### config.mk
export PLATFORM = sky130hd
export DESIGN_NAME = uart_rx_fifo_ctrl
export DESIGN_NICKNAME = d
export VERILOG_FILES = /design/src/rtl/uart_pkg.sv /design/src/rtl/uart_rx_timeout.sv /design/src/rtl/uart_rx_fifo_ctrl.sv
export SDC_FILE = /design/constraint.sdc
export NUM_CORES = 1
export LEC_CHECK = 0
export CORE_UTILIZATION = 40
export CTS_BUF_LIST = sky130_fd_sc_hd__clkbuf_8
export CTS_CLUSTER_DIAMETER = 30
export DETAILED_ROUTE_END_ITERATION = 16
export PLACE_DENSITY = 0.79
export REMOVE_ABC_BUFFERS = 1
export SLEW_MARGIN = 10
export SYNTH_ARGS = -nofsm -noshare
export SYNTH_HDL_FRONTEND = slang
export SYNTH_HIERARCHICAL = 1
export SYNTH_SLANG_ARGS = --single-unit
### constraint.sdc
create_clock -name clk -period 5.4 [get_ports clk]
set_clock_uncertainty 0.2 [all_clocks]
set_input_delay 1.62 -clock clk [delete_from_list [all_inputs] [get_ports clk]]
set_output_delay 1.62 -clock clk [all_outputs]
set_load 0.01 [all_outputs]
### src/rtl/uart_pkg.sv
// -----------------------------------------------------------------------------
// uart_pkg
// Shared definitions for the UART receive path: FCR bit positions, the
// receive-trigger encoding with its occupancy thresholds, and the state
// encoding of the RBR prefetch machine.
// No ports (package).
// -----------------------------------------------------------------------------
package uart_pkg;

  // FCR bit positions
  localparam int FCR_EN_BIT    = 0;
  localparam int FCR_FLUSH_BIT = 1;
  localparam int FCR_TRIG_LO   = 6;
  localparam int FCR_TRIG_HI   = 7;

  // Receive trigger select, FCR[7:6]
  typedef enum logic [1:0] {
    TRIG_1  = 2'b00,
    TRIG_4  = 2'b01,
    TRIG_8  = 2'b10,
    TRIG_14 = 2'b11
  } trig_e;

  localparam logic [4:0] THR_1  = 5'd1;
  localparam logic [4:0] THR_4  = 5'd4;
  localparam logic [4:0] THR_8  = 5'd8;
  localparam logic [4:0] THR_14 = 5'd14;

  // RBR prefetch state: holding register empty, read in flight, holding valid
  typedef enum logic [1:0] {
    PF_EMPTY = 2'd0,
    PF_WAIT  = 2'd1,
    PF_FULL  = 2'd2
  } pf_state_e;

  function automatic logic [4:0] trig_threshold(input trig_e trig);
    case (trig)
      TRIG_1:  return THR_1;
      TRIG_4:  return THR_4;
      TRIG_8:  return THR_8;
      TRIG_14: return THR_14;
      default: return THR_1;
    endcase
  endfunction

endpackage

### src/rtl/uart_rx_timeout.sv
// -----------------------------------------------------------------------------
// uart_rx_timeout
// Saturating character-timeout counter. Counts char_tick pulses while the
// receive path holds data and saturates at TO_CHARS; any receive/read/flush
// activity clears it.
// Ports:
//   clk        system clock
//   rst        synchronous active-high reset
//   i_clr      clear counter (has priority over counting)
//   i_tick     one character time elapsed
//   i_active   data is pending (level > 0); counting is qualified by it
//   o_expired  counter has reached TO_CHARS
// -----------------------------------------------------------------------------
module uart_rx_timeout #(
  parameter int TO_CHARS = 4
) (
  input  logic clk,
  input  logic rst,
  input  logic i_clr,
  input  logic i_tick,
  input  logic i_active,
  output logic o_expired
);

  localparam int W = (TO_CHARS < 2) ? 1 : $clog2(TO_CHARS + 1);

  logic [W-1:0] r_cnt;

  always_ff @(posedge clk) begin
    if (rst) begin
      r_cnt <= '0;
    end else if (i_clr) begin
      r_cnt <= '0;
    end else if (i_tick && i_active && (r_cnt != W'(TO_CHARS))) begin
      r_cnt <= r_cnt + W'(1);
    end
  end

  assign o_expired = (r_cnt == W'(TO_CHARS));

endmodule

### src/rtl/uart_rx_fifo_ctrl.sv
// -----------------------------------------------------------------------------
// uart_rx_fifo_ctrl
// Receive-side controller for the 16-entry UART FIFO. Writes received bytes
// into the FIFO, prefetches the FIFO head into the RBR holding register,
// applies FCR (enable / flush / trigger) and produces the received-data
// trigger, character-timeout and overrun indications. With the FIFO disabled
// it behaves as a 16450: a single holding register loaded straight from the
// receiver.
// Ports:
//   clk, rst                 clock, synchronous active-high reset
//   rx_valid, rx_data        byte from the bit-level receiver (1-cycle pulse)
//   char_tick                one pulse per character time
//   fcr_wr, fcr_data         FCR write: [0] fifo_en, [1] rx flush, [7:6] trigger
//   rbr_rd, lsr_rd           CPU reads of RBR / LSR (LSR read clears overrun)
//   fifo_winc, fifo_wdata    FIFO write port
//   fifo_rinc, fifo_rst      FIFO read enable, FIFO flush
//   fifo_rdata               FIFO head, valid the cycle after fifo_rinc
//   fifo_wfull, fifo_rempty  FIFO flags
//   fifo_cnt                 FIFO occupancy (registered, lags by one cycle)
//   rbr_data                 holding register
//   data_ready, overrun      LSR[0], LSR[1]
//   rx_int, to_int           trigger-level and character-timeout interrupts
// -----------------------------------------------------------------------------
module uart_rx_fifo_ctrl
  import uart_pkg::*;
#(
  parameter int TO_CHARS = 4,
  parameter int CNT_W    = 5
) (
  input  logic             clk,
  input  logic             rst,
  input  logic             rx_valid,
  input  logic [7:0]       rx_data,
  input  logic             char_tick,
  input  logic             fcr_wr,
  input  logic [7:0]       fcr_data,
  input  logic             rbr_rd,
  input  logic             lsr_rd,
  output logic             fifo_winc,
  output logic [7:0]       fifo_wdata,
  output logic             fifo_rinc,
  output logic             fifo_rst,
  input  logic [7:0]       fifo_rdata,
  input  logic             fifo_wfull,
  input  logic             fifo_rempty,
  input  logic [CNT_W-1:0] fifo_cnt,
  output logic [7:0]       rbr_data,
  output logic             data_ready,
  output logic             overrun,
  output logic             rx_int,
  output logic             to_int
);

  logic             r_fcr_en;
  trig_e            r_trig;
  pf_state_e        r_state;
  pf_state_e        w_state_nxt;
  logic [7:0]       r_rbr_data;
  logic             r_overrun;

  logic             w_flush;
  logic             w_winc;
  logic             w_rinc;
  logic             w_load_fifo;
  logic             w_load_rx;
  logic             w_ovr_set;
  logic             w_data_ready;
  logic [CNT_W-1:0] w_level;
  logic             w_level_nz;
  logic             w_to_clr;
  logic             w_to_expired;
  logic             w_fcr_unused;

  // FCR[5:2] have no receive-side meaning.
  assign w_fcr_unused = ^fcr_data[5:2];

  // Flush on an explicit request or whenever the mode changes, so the FIFO
  // never carries bytes across a 16450/16550 switch. Reset masks it.
  assign w_flush = !rst && fcr_wr &&
                   (fcr_data[FCR_FLUSH_BIT] || (fcr_data[FCR_EN_BIT] != r_fcr_en));

  // NOTE: state is updated with non-blocking assignments so every register
  // samples the pre-edge values of its neighbours, independent of block order.
  always_ff @(posedge clk) begin
    if (rst) begin
      r_fcr_en <= 1'b0;
      r_trig   <= TRIG_1;
    end else if (fcr_wr) begin
      r_fcr_en <= fcr_data[FCR_EN_BIT];
      r_trig   <= trig_e'(fcr_data[FCR_TRIG_HI:FCR_TRIG_LO]);
    end
  end

  assign w_data_ready = (r_state == PF_FULL);

  // NOTE: every signal driven here gets a default first; a path that left one
  // unassigned would infer a latch.
  always_comb begin
    w_state_nxt = r_state;
    w_winc      = 1'b0;
    w_rinc      = 1'b0;
    w_load_fifo = 1'b0;
    w_load_rx   = 1'b0;
    w_ovr_set   = 1'b0;

    if (w_flush) begin
      // A byte arriving with the flush is dropped silently.
      w_state_nxt = PF_EMPTY;
    end else if (r_fcr_en) begin
      w_winc    = rx_valid && !fifo_wfull;
      w_ovr_set = rx_valid && fifo_wfull;
      // Fetch the head when the holding register is empty, or when the CPU is
      // draining it this cycle (back-to-back reads).
      w_rinc    = !fifo_rempty &&
                  ((r_state == PF_EMPTY) || ((r_state == PF_FULL) && rbr_rd));
      case (r_state)
        PF_EMPTY: if (w_rinc) w_state_nxt = PF_WAIT;
        PF_WAIT: begin
          w_load_fifo = 1'b1;
          w_state_nxt = PF_FULL;
        end
        PF_FULL:  if (rbr_rd) w_state_nxt = w_rinc ? PF_WAIT : PF_EMPTY;
        default:  w_state_nxt = PF_EMPTY;
      endcase
    end else begin
      // 16450 mode: the holding register is the only storage; a new byte
      // overwrites an unread one and flags overrun.
      if (rx_valid) begin
        w_load_rx   = 1'b1;
        w_ovr_set   = w_data_ready;
        w_state_nxt = PF_FULL;
      end else if (rbr_rd && (r_state == PF_FULL)) begin
        w_state_nxt = PF_EMPTY;
      end
    end

    if (rst) begin
      w_winc = 1'b0;
      w_rinc = 1'b0;
    end
  end

  // NOTE: only control state and the holding register carry a reset; the FIFO
  // storage itself lives outside and is emptied through fifo_rst.
  always_ff @(posedge clk) begin
    if (rst) begin
      r_state    <= PF_EMPTY;
      r_rbr_data <= 8'h00;
    end else begin
      r_state <= w_state_nxt;
      if (w_load_fifo) begin
        r_rbr_data <= fifo_rdata;
      end else if (w_load_rx) begin
        r_rbr_data <= rx_data;
      end
    end
  end

  // A new overrun wins over a simultaneous LSR read.
  always_ff @(posedge clk) begin
    if (rst) begin
      r_overrun <= 1'b0;
    end else if (w_ovr_set) begin
      r_overrun <= 1'b1;
    end else if (lsr_rd) begin
      r_overrun <= 1'b0;
    end
  end

  // Bytes held = FIFO occupancy plus one for an occupied/pending holding reg.
  assign w_level    = fifo_cnt + CNT_W'(r_state != PF_EMPTY);
  assign w_level_nz = (w_level != '0);
  assign w_to_clr   = rx_valid || rbr_rd || w_flush;

  uart_rx_timeout #(
    .TO_CHARS (TO_CHARS)
  ) u_timeout (
    .clk       (clk),
    .rst       (rst),
    .i_clr     (w_to_clr),
    .i_tick    (char_tick),
    .i_active  (w_level_nz),
    .o_expired (w_to_expired)
  );

  assign fifo_winc  = w_winc;
  assign fifo_wdata = rx_data;
  assign fifo_rinc  = w_rinc;
  assign fifo_rst   = w_flush;
  assign rbr_data   = r_rbr_data;
  assign data_ready = w_data_ready;
  assign overrun    = r_overrun;
  assign rx_int     = r_fcr_en ? (w_level >= CNT_W'(trig_threshold(r_trig)))
                               : w_data_ready;
  assign to_int     = r_fcr_en && w_level_nz && w_to_expired;

endmodule

After elaboration in Yosys (flattened, before gate mapping). Index checks and enable logic that the tools add are counted.

Add/sub/neg operators: 2. Shift operators: 0. Bitwise operators: 0. Magnitude comparators: 1. Equal/unequal tests: 10. Reduce and logical (&&, ||, !) cells: 27. Multiplexer cells: 28. $mul: 0. Divide/modulo/power cells: 0.

Operators by type and width (count): one-hot mux 5 bit (4 select lines) (1); two-way mux 1 bit (19); two-way mux 8 bit (2); logical AND 1 bit (10); two-way mux 2 bit (5); equality test 2 bit, second input constant (3); inequality test 3 bit, second input constant (2); one-hot mux 2 bit (3 select lines) (1); nonzero test 2 bit (3); adder 5 x 1 -> 5 bit (1); greater-or-equal comparator 5 bit (1); nonzero test 5 bit (1); equality test 2 x 1 -> 1 bit, second input constant (2); logical NOT 2 bit (2); logical OR 1 bit (4); OR reduction 2 bit (2); adder 3 x 1 -> 3 bit, second input constant (1); equality test 3 bit, second input constant (1); logical NOT 1 bit (3); inequality test 3 x 2 -> 1 bit, second input constant (1); AND reduction 3 bit (1); nonzero test 3 bit (1); inequality test 1 bit (1).

Bits of input ports: 38. Memories: 0. Word-level logic and storage cells: 74. Memory bits (writable): 0. Bits in latches: 0. Memory bits (read-only): 0. Register bits: 17. Output and inout bits: 23.

Depth between registers and ports, before layout. Gate-level depths: netlist (run 1).

Depth after elaboration: 8. Gate-level depth with buffers: 9. Gate-level depth less buffers: 9.

Hierarchy. Netlist (run 1), hierarchy kept.

Modules (own cells, without submodules): uart_rx_fifo_ctrl (area each 955.9 sq um, cells each 121, times used 1); uart_rx_timeout (area each 171.4 sq um, cells each 19, times used 1).

Worst setup path before layout (run 1). OpenSTA, ideal clock, no wires.

Path type: input-to-output. From: in fifo_cnt[0]. To: out to_int. Cell stages on the path: 6. Buffers on the path: 0. Data arrival time: 2.918 ns. Path slack: 0.662 ns. Cells stage by stage: ha_1 > ha_1 > nor3_1 > a31oi_1 > or4_4 > and3_1.

Cells in the longest elaborated chain, start to end: 4.

RTL lines: start: declaration (line uart_rx_fifo_ctrl.sv:46) `input logic [CNT_W-1:0] fifo_cnt,`; adder 5 x 1 -> 5 bit (line uart_rx_fifo_ctrl.sv:171) `assign w_level = fifo_cnt + CNT_W'(r_state != PF_EMPTY);`; nonzero test 5 bit (line uart_rx_fifo_ctrl.sv:172) `assign w_level_nz = (w_level != '0);`; named net w_level_nz (line uart_rx_fifo_ctrl.sv:69) `logic w_level_nz;`; logical AND 1 bit (2 in a row) (line uart_rx_fifo_ctrl.sv:195) `assign to_int = r_fcr_en && w_level_nz && w_to_expired;`; end: declaration (line uart_rx_fifo_ctrl.sv:51) `output logic to_int`.

The timed path passes the listed nets, and every way through them passes these cells.

Worst setup path in the final report (run 1). Same ends and word-level chain as after synthesis.

==> reports/results.tsv, run 1 <==
metric	value	unit
wl_per_cell	13.13	microns
post-route-min-period	5.267	ns
antenna_found_initial	0	
vias_per_cell	5.040	
synthFlopType	dfxtp_1	
drtIter0Drc	12	
boundaryPins	61	
drv_slew	0	
slowest_delay	0.49	ns
fp.dieW	55.09	microns
switching_share	27.23	%
cts_root_buf	clkbuf_8	
synth.cell_area	1127	sq um
path_buf_inv	3	
final_util	68.47	%
final.period_utilization	97.53	%
cts_tree	done	
fillers	209	
cts-buffers-inserted	3	
dp_slack	-0.3190	ns
die_y	55.09	microns
cts_setup_buffers	0	
antenna_left	0	
hpwl	2359	microns
cts.sinks	17	
clk_pin_slew	0.07	ns
rsz0062_at_grt	false	
path_class	primary input to output port	
numPortBuffers	56	
seq_power_share	40.9	%
clk_latency	0.25	ns
p_comb_share	31.5	%
critPathSlowestCell	or4_4	
worstPathCellList	clkdlybuf4s50_1 > ha_2 > buf_4 > nand3_2 > xnor2_2 > or4_4 > and3_1 > clkbuf_2	
yosysUniqueCellTypes	36	
p_clk_share	27.6	%
crit_family	simple AND/OR/NAND/NOR gates	
hold_viol	0	
netlist_instances	140	
arrival	3.45	ns
end_kind	output port	
cp-start-kind	primary input	
synth_warnings	6	
peakVddDrop	155.2	uV
ctsHoldBuffers	0	
synth_top_cells_by_area	dfxtp_1 (30%), ha_1 (8.9%), nor2_1 (8.3%), o22a_1 (7.0%), buf_4 (6.0%)	
critPathMaxFanout	2	
wl	2941	microns
grt_pass1_wl	4312	microns
area_growth	55.94	%
htree_levels	1	
clockBufferDepth	2	
core_area	2567	sq um
grt_max_degree	13	
max_clock_freq	189.9	MHz
ys_seq_elements	17	
grt_pass1_vias	1041	
cp.required	3.58	ns
initial_core_util	43.91	%
layout.nets	241	
synth_top_area_share	30.19	%
synth_edf_count	0	
antenna_cells	0	
drive_gt1_share	13.40	%
synth_top_area_cell	dfxtp_1	
setup_ws	0.1334	ns
track_usage	20.01	%
yosysSeqAreaShare	30.19	%
async_flop_share	0	%
drc	0	
relSlewSlack	71.04	%
p_sw	94.43	uW
status	completed	
setup_violations	0	
hp-class	flop to flop	
power	346.8	uW
drt_first_pass_iters	3	
place_congestion	0.7618	
cap_viol_max_count	0	
power_density	197.3	nW/um^2
intPower	252.4	uW
synth_area_per_cell	8.052	sq um
vias	1129	
placementRows	18	
p_leak	0.7334	nW
gr-total-overflow	0	
die-area	3034	sq um
tightestPinTransition	0.4344	ns
## worst reg2reg max path: stages, from the launching register on
cell      delay (ns)
dfxtp_1         0.36
or2_2           0.29
ha_2            0.20
ha_4            0.18
nor3_2          0.16
a31oi_1         0.05
or4_4           0.43
buf_4           0.15
nand2_1         0.12
and4bb_2        0.25
nor4_1          0.19
## cells in the mapped netlist (2+ instances only)
cell type / n
a21oi_1: 3
a31oi_1: 3
buf_4: 9
clkbuf_1: 3
dfxtp_1: 17
ha_1: 8
inv_1: 7
mux2i_1: 4
nand2_1: 8
nand2b_1: 3
nand3_1: 2
nor2_1: 25
nor3_1: 10
o21ai_0: 4
o22a_1: 9
or3_1: 2
xnor2_1: 3
xor2_1: 2
## registers in the layout, summed over array words and instances, names as in the netlist
name	flops
overrun	1
rbr_data	8
r_trig	2
u_timeout/r_cnt	3
r_state	2
r_fcr_en	1
## kinds of logic (layout without fill, tap and decap cells)
group,count (synthesis),count (layout),share of synthesized area (%)
xor gates and xnor gates,5,5,3.885
AOI/OAI and AO/OA,24,24,15.21
buffers and inverters,20,74,9.766
muxes,5,5,4.551
adders and majority gates,8,8,8.879
DFF,17,17,30.19
and+or+nand+nor,61,61,27.53
## power groups by stage
stage                     clock (mW)  combinational, mW  sequential (mW)
after floorplan                    0             0.0369            0.147
after global placement             0              0.104            0.144
after detailed placement           0              0.107            0.145
after CTS                     0.0976              0.110            0.142
after global routing           0.105              0.118            0.143
final                         0.0956              0.109            0.142
## routing by layer
| layer | vias up | share of wire [%] | GRT usage, % |
|---|---|---|---|
| li1 | 586 | - | - |
| met1 | 514 | 46 | 24.51 |
| met2 | 24 | 49 | 34.34 |
| met3 | 5 | 3.8 | 3.825 |
| met4 | 0 | 0.95 | 7.500 |
| met5 | - | 0 | 0 |
## worst paths after layout
path / from / to / slack [ns] / cells after the start
setup / recovery: fifo_cnt[0] / to_int / 0.13 / 8
hold / removal: overrun / overrun / 0.27 / 2
setup reg to reg: r_state[0] / u_timeout/r_cnt[2] / 2.74 / 10
hold reg to reg: overrun / overrun / 0.27 / 2
## cell usage in the layout (no fill, tap or decap), drive strengths merged, types with 2 or more instances in the layout
cell and instances:
nand2b 3, clkdlybuf4s50 54, xnor2 3, nor3 10, o21ai 4, clkbuf 5, nand3b 2, buf 7
or3 2, mux2i 4, a31oi 3, xor2 2, dfxtp 17, nand3 3, nand2 8, o22a 9
nor2 25, inv 7, a21oi 4, ha 8
## through the flow
step | setup TNS, ns | cells | hold WS [ns] | instance area (sq um)
2_1_floorplan | 0 | 127 | 0.2740 | 1044
3_3_place_gp | -0.4576 | 220 | 0.2379 | 1694
3_5_place_dp | -0.5848 | 220 | 0.2539 | 1694
4_1_cts | 0 | 224 | 0.2693 | 1767
5_1_grt | 0 | 224 | 0.2976 | 1758
6_report | 0 | 224 | 0.2686 | 1758
## layout make-up
type                    instances  area (sq um)  share of cell area, %
multi-input cells             103         704.4                  40.07
clock inverters                 1         5.005                 0.2847
repair buffers                 63         603.1                  34.31
clock buffers                   3         41.29                  2.349
flip-flops and latches         17         340.3                  19.36
well taps                      30         37.54                  2.135
inverters                       7         26.28                  1.495
## timing repair
item / in CTS / in global routing
gates resized for setup: 9 / 3
gates cloned: 0 / 0
setup endpoints to repair: 2 / 2
pin swaps: 2 / 2
Note: power is estimated with default switching activity, not from simulation.
==> run 2: changes to the inputs <==
- PLACE_DENSITY: 0.79 -> 0.82
- SKIP_CTS_REPAIR_TIMING: default -> 1
==> reports/results.tsv, run 2 (synthesized netlist as in run 1, its figures left out) <==
metric	value	unit	change
status	completed		unchanged
end_kind	output port		unchanged
setup_violations	0		unchanged
hold_viol	0		unchanged
largest_reg_flops	8		unchanged
clockBufferDepth	2		unchanged
slowest_delay	0.43	ns	was 0.49 ns
cts_root_buf	clkbuf_8		unchanged
antenna_found_initial	0		unchanged
dpl_cell_area	1679	sq um	was 1694 sq um
place_congestion	0.6924		was 0.7618
critPathSlowestCell	or4_4		unchanged
layout_common_cells	clkdlybuf4s50_1 (54), nor2_1 (25), dfxtp_1 (17)		unchanged
critPathMaxFanout	4		was 2
cts_tree	done		unchanged
peakVddDrop	256.0	uV	was 155.2 uV
worstPathCellList	clkdlybuf4s50_1 > ha_1 > ha_2 > nor3_1 > a31oi_1 > or4_4 > and3_1 > dlymetal6s2s_1		was clkdlybuf4s50_1 > ha_2 > buf_4 > nand3_2 > xnor2_2 > or4_4 > and3_1 > clkbuf_2
wl_per_cell	13.12	microns	was 13.13 microns
hp-class	flop to flop		unchanged
core_area	2567	sq um	unchanged
final.period_utilization	98.36	%	was 97.53%
antenna_left	0		unchanged
die_y	55.09	microns	unchanged
layout.cells.most_common	clkdlybuf4s50_1		unchanged
antenna_cells	0		unchanged
cts.sinks	17		unchanged
hpwl	2351	microns	was 2359 microns
cp.required	3.58	ns	about the same
drtIter0Drc	9		was 12
arrival	3.49	ns	was 3.45 ns
layout.nets	239		was 241
cp-start-kind	primary input		unchanged
clk_latency	0.25	ns	about the same
htree_levels	1		unchanged
holdCritStartpoint	rbr_data[7]		was overrun
power_density	195.8	nW/um^2	was 197.3 nW/um^2
drive_gt1_share	9.896	%	was 13.40%
vias_per_cell	5.054		was 5.040
r2r_slack	2.59	ns	was 2.74 ns
gr-total-overflow	0		unchanged
post-route-min-period	5.312	ns	was 5.267 ns
max_clock_freq	188.3	MHz	was 189.9 MHz
setup.worst_path.start	fifo_cnt[0]		unchanged
cts-buffers-inserted	3		unchanged
initial_core_util	43.91	%	unchanged
numPortBuffers	56		unchanged
boundaryPins	61		unchanged
rr_startpoint	r_state[0]		unchanged
clk_pin_slew	0.06	ns	was 0.07 ns
drv_slew	0		unchanged
grt_max_degree	13		unchanged
rsz0062_at_grt	false		unchanged
grt_pass1_vias	985		was 1041
fillers	208		was 209
drt_first_pass_iters	4		was 3
placementRows	18		unchanged
track_usage	19.22	%	was 20.01%
relSlewSlack	72.40	%	was 71.04%
cap_viol_max_count	0		unchanged
die-area	3034	sq um	unchanged
vias	1122		was 1129
final_util	67.74	%	was 68.47%
tightestPinTransition	0.4140	ns	was 0.4344 ns
p_leak	0.7477	nW	was 0.7334 nW
drc	0		unchanged
grt_pass1_wl	4195	microns	was 4312 microns
wl	2913	microns	was 2941 microns
setup_ws	0.08837	ns	was 0.1334 ns
dp_slack	-0.2639	ns	was -0.3190 ns
area_growth	54.27	%	was 55.94%
fp.dieW	55.09	microns	unchanged
finalInstanceArea	1739	sq um	was 1758 sq um
path_class	primary input to output port		unchanged
worst_hold_slack	0.2660	ns	was 0.2686 ns
run 2: layout make-up:
type / instances / area [sq um] / area share (%)
Multi-Input combinational cell: 103 / 686.9 / 39.50
Timing Repair Buffer: 61 / 603.1 / 34.68
Inverter: 7 / 26.28 / 1.511
Sequential cell: 17 / 340.3 / 19.57
Tap cell: 30 / 37.54 / 2.158
Clock buffer: 3 / 41.29 / 2.374
Clock inverter: 1 / 3.754 / 0.2158
run 2: layer usage:
layer	track usage [%]	part of all wire (%)	up-vias	routed length [microns]
met5	0	0	-	0
met4	2.917	0.65	0	19
met3	5.464	3.5	2	103
met2	33.94	53	20	1558
met1	23.37	42	514	1231
li1	-	-	586	-
run 2: final timing paths:
| kind | to | cells after the start |
|---|---|---|
| max | to_int | 8 |
| min | rbr_data[7] | 1 |
| max reg2reg | u_timeout/r_cnt[2] | 10 |
| min reg2reg | rbr_data[7] | 1 |
run 2: stage by stage:
step	setup TNS (ns)	std cells	power [mW]
final	0	222	0.3405
after detailed placement	-0.5272	218	0.2508
after global routing	0	222	0.3587
after floorplan	0	127	0.1844
after CTS	-0.5234	222	0.3437
after global placement	-0.4217	218	0.2474
run 2: critical path: cells and delay by family:
family / cells / cell delay [ns]
AOI/OAI and AO/OA: 1 / 0.07
adders and majority gates: 2 / 0.42
buffers and inverters: 2 / 0.58
and+or+nand+nor: 3 / 0.80
run 2: report_power, final:
part,leakage [nW],internal (mW),switching [mW],total [mW]
Combinational,0.581,0.0644,0.0421,0.107
Sequential,0.140,0.135,0.00658,0.142
Clock,0.0269,0.0504,0.0418,0.0922
Total,0.748,0.250,0.0905,0.341
==> run 3: changes to the inputs <==
- CELL_PAD_IN_SITES_DETAIL_PLACEMENT: default -> 2
- CELL_PAD_IN_SITES_GLOBAL_PLACEMENT: default -> 2
- CORE_UTILIZATION: 40 -> 23
- PLACE_DENSITY: 0.82 -> default
- PLACE_DENSITY_LB_ADDON: default -> 0.1
==> reports/results.tsv, run 3 (synthesized netlist as in run 1, its figures left out) <==
metric	value	unit	change
status	completed		unchanged
clk_pin_slew	0.08	ns	was 0.06 ns
placementRows	25		was 18
hold_viol	0		unchanged
core_area	4723	sq um	was 2567 sq um
post-route-min-period	5.327	ns	was 5.312 ns
cts.sinks	17		unchanged
layout.nets	239		unchanged
cts-buffers-inserted	3		unchanged
antenna_found_initial	0		unchanged
worst_hold_slack	0.2775	ns	was 0.2660 ns
vias	1174		was 1122
fillers	540		was 208
setup_violations	0		unchanged
wl	3922	microns	was 2913 microns
hp-class	flop to flop		unchanged
drc	0		unchanged
cp.required	3.58	ns	about the same
grt_max_degree	15		was 13
end_kind	output port		unchanged
cp-start-kind	primary input		unchanged
path_class	primary input to output port		unchanged
grt_pass1_wl	6430	microns	was 4195 microns
antenna_left	0		unchanged
worstHoldPathCells	2		was 1
arrival	3.51	ns	was 3.49 ns
r2r_slack	2.60	ns	was 2.59 ns
cap_viol_max_count	0		unchanged
layout.cells.most_common	clkdlybuf4s50_1		unchanged
cts_tree	done		unchanged
hold_end	overrun		was rbr_data[7]
hpwl	3183	microns	was 2351 microns
seq_area	340.3	sq um	unchanged
rsz0062_at_grt	false		unchanged
fp.dieW	72.01	microns	was 55.09 microns
final_cells	259		was 222
drive_gt1_share	10.94	%	was 9.896%
r2r_cells	10		unchanged
tightestPinTransition	0.5162	ns	was 0.4140 ns
rr_startpoint	r_state[0]		unchanged
gr-total-overflow	0		unchanged
final_util	37.93	%	was 67.74%
numPortBuffers	56		unchanged
vias_per_cell	4.533		was 5.054
drv_slew	0		unchanged
p_leak	0.7486	nW	was 0.7477 nW
cts_root_buf	clkbuf_8		unchanged
largest_reg_flops	8		unchanged
area_growth	58.93	%	was 54.27%
peakVddDrop	63.50	uV	was 256.0 uV
critPathMaxFanout	4		unchanged
initial_core_util	23.87	%	was 43.91%
max_clock_freq	187.7	MHz	was 188.3 MHz
clockBufferDepth	2		unchanged
layout_common_cells	clkdlybuf4s50_1 (54), nor2_1 (25), dfxtp_1 (17)		unchanged
die_y	72.01	microns	was 55.09 microns
holdCritStartpoint	overrun		was rbr_data[7]
rr_endpoint	u_timeout/r_cnt[2]		unchanged
boundaryPins	61		unchanged
antenna_cells	0		unchanged
track_usage	16.11	%	was 19.22%
power_density	196.9	nW/um^2	was 195.8 nW/um^2
drt_first_pass_iters	4		unchanged
drtIter0Drc	6		was 9
final.period_utilization	98.65	%	was 98.36%
place_congestion	0.7232		was 0.6924
clk_latency	0.26	ns	was 0.25 ns
multi_input_area	691.9	sq um	was 686.9 sq um
relSlewSlack	65.59	%	was 72.40%
grt_pass1_vias	1350		was 985
htree_levels	1		unchanged
die-area	5185	sq um	was 3034 sq um
wl_per_cell	15.14	microns	was 13.12 microns
dp_cells	255		was 218
[run 3: cell count changes in the layout (fill, tap and decap cells not counted), sizes merged]
cell / previous run / this run
clkinv: 0 / 1
inv: 8 / 7
[run 3: per-stage QoR]
step / TNS, ns / power [mW] / instance area, sq um / worst slack (ns)
2_1_floorplan: 0 / 0.1844 / 1044 / 0.6619
3_3_place_gp: -0.4857 / 0.2512 / 1725 / -0.2479
3_5_place_dp: -0.5927 / 0.2562 / 1725 / -0.3090
4_1_cts: -0.5933 / 0.3621 / 1772 / -0.3098
5_1_grt: 0 / 0.3772 / 1792 / 0.002121
6_report: 0 / 0.3527 / 1792 / 0.07272
[run 3: layout make-up]
type,instances,area share [%]
clock inverter,1,0.2793
clock buffer,3,2.304
multi-input combinational,103,38.62
sequential,17,18.99
tap,67,4.679
inverter,7,1.466
timing repair buffer,61,33.66
[run 3: worst max path at each step]
stage,startpoint,end,slack [ns]
after global placement,fifo_cnt[0],to_int,-0.25
after detailed placement,fifo_cnt[0],to_int,-0.31
final,fifo_cnt[0],to_int,0.07
after global routing,fifo_cnt[0],rx_int,0.002
after floorplan,fifo_cnt[0],to_int,0.66
after CTS,fifo_cnt[0],to_int,-0.31
[run 3: worst max-delay path, stage by stage]
cell	delay (ns)
clkdlybuf4s50_1	0.40
ha_1	0.22
ha_2	0.22
nor3_2	0.18
a31oi_1	0.06
or4_4	0.43
and3_1	0.20
dlymetal6s2s_1	0.17
[run 3: metal layers]
metal	global-route usage (%)	up-vias	share of wire, %
li1	-	582	-
met1	19.22	565	43
met2	29.66	25	53
met3	2.639	2	3.3
met4	4.575	0	0.64
met5	0	-	0
[run 3: where the power goes]
| group | switching (mW) | leakage (nW) | internal [mW] |
|---|---|---|---|
| registers | 0.00741 | 0.140 | 0.135 |
| logic | 0.0450 | 0.583 | 0.0650 |
| clock network | 0.0490 | 0.0255 | 0.0513 |
| total | 0.101 | 0.749 | 0.251 |
